===== src/rtl/demux_1to8_reg.sv =====
//------------------------------------------------------------------------------
// Module   : demux_1to8_reg
// Brief    : Registered 1-to-8 nibble demux with auto/explicit lane addressing
//            and frame-fill tracking.
// Revision : 1.0
//------------------------------------------------------------------------------
`default_nettype none

module demux_1to8_reg #(
  parameter int WIDTH = 4,
  parameter int LANES = 8
) (
  input  logic             clk,
  input  logic             reset,
  input  logic [WIDTH-1:0] in,
  input  logic             in_valid,
  input  logic             addr_mode,
  input  logic [2:0]       sel,
  input  logic             clear,
  output logic [WIDTH-1:0] out0,
  output logic [WIDTH-1:0] out1,
  output logic [WIDTH-1:0] out2,
  output logic [WIDTH-1:0] out3,
  output logic [WIDTH-1:0] out4,
  output logic [WIDTH-1:0] out5,
  output logic [WIDTH-1:0] out6,
  output logic [WIDTH-1:0] out7,
  output logic [7:0]       lane_valid,
  output logic [2:0]       ptr,
  output logic             frame_done
);

  localparam logic [7:0] C_ALL_LANES = 8'hFF;

  logic [WIDTH-1:0] r_lane [0:LANES-1];
  logic [7:0]       r_lane_valid;
  logic [2:0]       r_ptr;
  logic             r_frame_done;

  logic [2:0]       w_target;
  logic [7:0]       w_valid_next;
  logic             w_complete;

  always_comb begin
    w_target     = addr_mode ? sel : r_ptr;
    w_valid_next = r_lane_valid | (8'd1 << w_target);
    w_complete   = (w_valid_next == C_ALL_LANES);
  end

  // Completion resets the tracking state but keeps the finished frame's data.
  always_ff @(posedge clk or posedge reset) begin
    if (reset) begin
      for (int k = 0; k < LANES; k++) r_lane[k] <= '0;
      r_lane_valid <= 8'h00;
      r_ptr        <= 3'd0;
      r_frame_done <= 1'b0;
    end else if (clear) begin
      for (int k = 0; k < LANES; k++) r_lane[k] <= '0;
      r_lane_valid <= 8'h00;
      r_ptr        <= 3'd0;
      r_frame_done <= 1'b0;
    end else begin
      r_frame_done <= 1'b0;
      if (in_valid) begin
        r_lane[w_target] <= in;
        if (w_complete) begin
          r_lane_valid <= 8'h00;
          r_ptr        <= 3'd0;
          r_frame_done <= 1'b1;
        end else begin
          r_lane_valid <= w_valid_next;
          if (!addr_mode) r_ptr <= r_ptr + 3'd1;
        end
      end
    end
  end

  assign out0       = r_lane[0];
  assign out1       = r_lane[1];
  assign out2       = r_lane[2];
  assign out3       = r_lane[3];
  assign out4       = r_lane[4];
  assign out5       = r_lane[5];
  assign out6       = r_lane[6];
  assign out7       = r_lane[7];
  assign lane_valid = r_lane_valid;
  assign ptr        = r_ptr;
  assign frame_done = r_frame_done;

endmodule

`default_nettype wire

===== config.mk =====
export PLATFORM = sky130hd
export DESIGN_NAME = demux_1to8_reg
export DESIGN_NICKNAME = d
export VERILOG_FILES = /design/src/rtl/demux_1to8_reg.sv
export SDC_FILE = /design/constraint.sdc
export NUM_CORES = 1
export LEC_CHECK = 0
export CORE_AREA = 2 2 68 96
export DETAILED_ROUTE_END_ITERATION = 8
export DIE_AREA = 0 0 70 98
export PLACE_DENSITY = 0.7
export SYNTH_ARGS = -nofsm -noshare
export SYNTH_HDL_FRONTEND = slang
export SYNTH_SLANG_ARGS = --single-unit
export TNS_END_PERCENT = 20

===== constraint.sdc =====
create_clock -name clk -period 1.75 [get_ports clk]
set_input_delay 0.35 -clock clk [delete_from_list [all_inputs] [get_ports clk]]
set_output_delay 0.35 -clock clk [all_outputs]
set_load 0.02 [all_outputs]

==> results.yml <==
setup_path:
  cp.arrival_ns: 2.10
  cp_num_cells: 5
  endpoint_kind: "flip-flop"
  cp-startpoint: "ptr[0]"
  cp_max_fo: 5
  cp-start-kind: "flip-flop"
  reg2reg_to: "frame_done"
  path_cells: "mux2_4, o311a_4, nor4_4, buf_4, and3b_1"
  path_buf_inv: 1
  critical_path_required_ns: 1.98
  slowest_delay_ns: 0.44
  critPathSlowestCell: "dfrtp_2"
  reg2reg_from: "ptr[0]"
  critical_path.top_delay_family: "simple AND/OR/NAND/NOR gates"
  r2r_setup_slack_ns: -0.12
  crit_type: "reg2reg"
  critPathCapture: "frame_done"
  reg2reg_depth: 5
finish:
  nets: 284
  drive_above_1_share_pct: 25.4
  antennaDiodeCount: 0
  seq_area_um2: 1100
  fill_cells: 552
  final_cell_area_um2: 3210
  utilization_pct: 53.2
  multi_input_area_um2: 1090
  syn_to_final_growth_pct: 47.8
grt:
  first_global_vias: 1868
  grt_pass1_wl_um: 9380
  grt_max_degree: 45
  grt_overflow: 0
  grt_usage_pct: 16.9
  antenna_found_initial: 0
floorplan:
  die_area_um2: 6860
  initial_core_util_pct: 36.0
  ios: 56
  die_y_um: 98
  rows: 34
  core-area_um2: 6040
  die_w_um: 70
synth:
  yosys_warnings: 0
  synth_top_area_cell: "dfrtp_1"
  synth.area.top_cells: "dfrtp_1, mux2i_1, nor2_1, a221oi_1, clkbuf_1"
  synthCells: 198
  syn-cell-area_um2: 2170
  synth_common_cells: "dfrtp_1, nor2_1, mux2i_1, clkbuf_1, inv_1"
  yosysUniqueCellTypes: 34
  synth_area_per_cell_um2: 11.0
  synthArstFlopShare_pct: 100
  syn_nets: 211
  ys_seq_elements: 44
  synthFlopType: "dfrtp_1"
  synth_edf_count: 0
  yosysSeqAreaShare_pct: 50.7
  synth_top_area_share_pct: 50.7
  synth_most_common_cell: "dfrtp_1"
cts:
  cts_sinks: 44
  cts_buffers: 5
  ctsHtreeMaxLevel: 2
  clk_pin_slew_ns: 0.08
  clk_latency_ns: 0.29
  root_buffer: "clkbuf_8"
  ctsLongestPathBuffers: 2
  cts_tree: "done"
  cts-hold-fix-buffers: 0
drt:
  wl_per_cell_um: 16.4
  first_pass_iters: 4
  drc: 0
  ant_nets: 0
  vias: 1773
  via_per_inst: 5.15
  drt_first_iter_violations: 71
  wl_um: 5650
pwr:
  total_leakage_power_nw: 1.56
  p_per_area_nw_per_um2: 646
  irDropWorstVdd_v: 0.000571
min_path:
  min_path_type: "in2async"
sta:
  finalHoldViolations: 0
  skew_ns: 0.00672
  slew_violations: 0
  slew-limit-headroom_pct: 66.9
  fin_crit_ns: 1.87
  finalWorstSetupSlack_ns: -0.121
  rsz0062_at_grt: "true"
  worst_pin_slew_ns: 0.490
  period_share_pct: 107
  setup_viol_count_final: 12
  fmax_mhz: 535
status:
  violations: "negative setup slack"
  status: "finished with violations"
placed_design:
  dp_hpwl_um: 3870
  placed_area_um2: 2950
  routabilityCongestion: 0.850
  numPortBuffers: 55
flow_run:
  drv_cap: 0
==> cells by family (layout without fill, tap and decap cells) <==
| kind of cell | Yosys count | count (layout) | synth area share [%] |
|---|---|---|---|
| adder cells (fa/ha/maj) | 1 | 1 | 0.576 |
| multiplexers | 34 | 34 | 16.5 |
| AO/OA/AOI/OAI | 26 | 26 | 10.9 |
| flip-flops | 44 | 44 | 50.7 |
| AND/OR/NAND/NOR | 64 | 64 | 15.4 |
| buffers and inverters | 29 | 103 | 6.04 |
==> worst min path at each step <==
stage	slack (ns)	to	depth (start not counted)	start
2_1_floorplan	0.57	ptr[1]	3	clear
3_3_place_gp	0.51	out6[3]	2	out6[3]
3_5_place_dp	0.52	out4[3]	2	out4[3]
4_1_cts	0.42	out7[3]	3	reset
5_1_grt	0.43	ptr[2]	3	reset
6_report	0.41	ptr[1]	3	reset
==> through the flow <==
step                      setup WS [ns]  setup TNS, ns  hold slack (ns)  std cells  power [mW]
after CTS                        -0.129          -1.25            0.421        344        2.08
after global placement           -0.692         -21.16            0.514        331        1.42
after floorplan                 -0.0709         -0.348            0.566        198        1.27
final                            -0.121          -1.22            0.412        344        2.07
after detailed placement         -0.680         -22.01            0.518        331        1.42
after global routing             -0.213          -2.21            0.434        344        2.16
==> where the power goes <==
part	switching (mW)	internal, mW	leakage [nW]
registers	0.0232	1.04	0.604
logic	0.195	0.168	0.912
clock network	0.324	0.322	0.0455
==> routing by layer <==
layer	up-vias	global-route usage [%]	wire length (um)
li1	839	-	-
met1	882	21.2	2360
met2	46	29.3	2970
met3	6	3.20	265
met4	0	5.62	59
met5	-	0	0
==> cells in the final DEF (no fill, tap or decap), types with 6 or more instances in the layout <==
| cell | netlist | routed |
|---|---|---|
| clkbuf_8 | 0 | 6 |
| nand2_1 | 7 | 6 |
| inv_1 | 11 | 11 |
| mux2i_1 | 32 | 32 |
| buf_4 | 0 | 23 |
| dfrtp_1 | 44 | 41 |
| clkdlybuf4s50_1 | 0 | 49 |
| nor2_1 | 33 | 32 |
| nand2b_1 | 6 | 6 |
==> worst min-delay path, cell delays in order <==
cell,delay (ns)
clkdlybuf4s50_1,0.39
inv_1,0.09
buf_12,0.24
==> timing repair <==
| action | in CTS | in global routing |
|---|---|---|
| buffers inserted | 3 | 0 |
| setup endpoints to repair | 46 | 26 |
| cloned | 2 | 0 |
| pin swaps | 7 | 4 |
| hold endpoints to repair | 0 | 0 |
| gates resized for setup | 26 | 6 |
==> flip-flops by register name (all words and copies together), names as in the netlist <==
| signal | count |
|---|---|
| out1 | 4 |
| lane_valid | 8 |
| out0 | 4 |
| frame_done | 1 |
| out3 | 4 |
| ptr | 3 |
| out7 | 4 |
| out6 | 4 |
| out4 | 4 |
| out2 | 4 |
| out5 | 4 |
==> cell type report <==
class                   instances  share of cell area [%]
flip-flops and latches         44                    34.4
repair buffers                 84                    24.8
clock buffers                   8                    2.80
inverters                      11                    1.29
multi-input cells             125                    33.9
well taps                      72                    2.80
No activity file was read; power rests on OpenSTA's default activity.
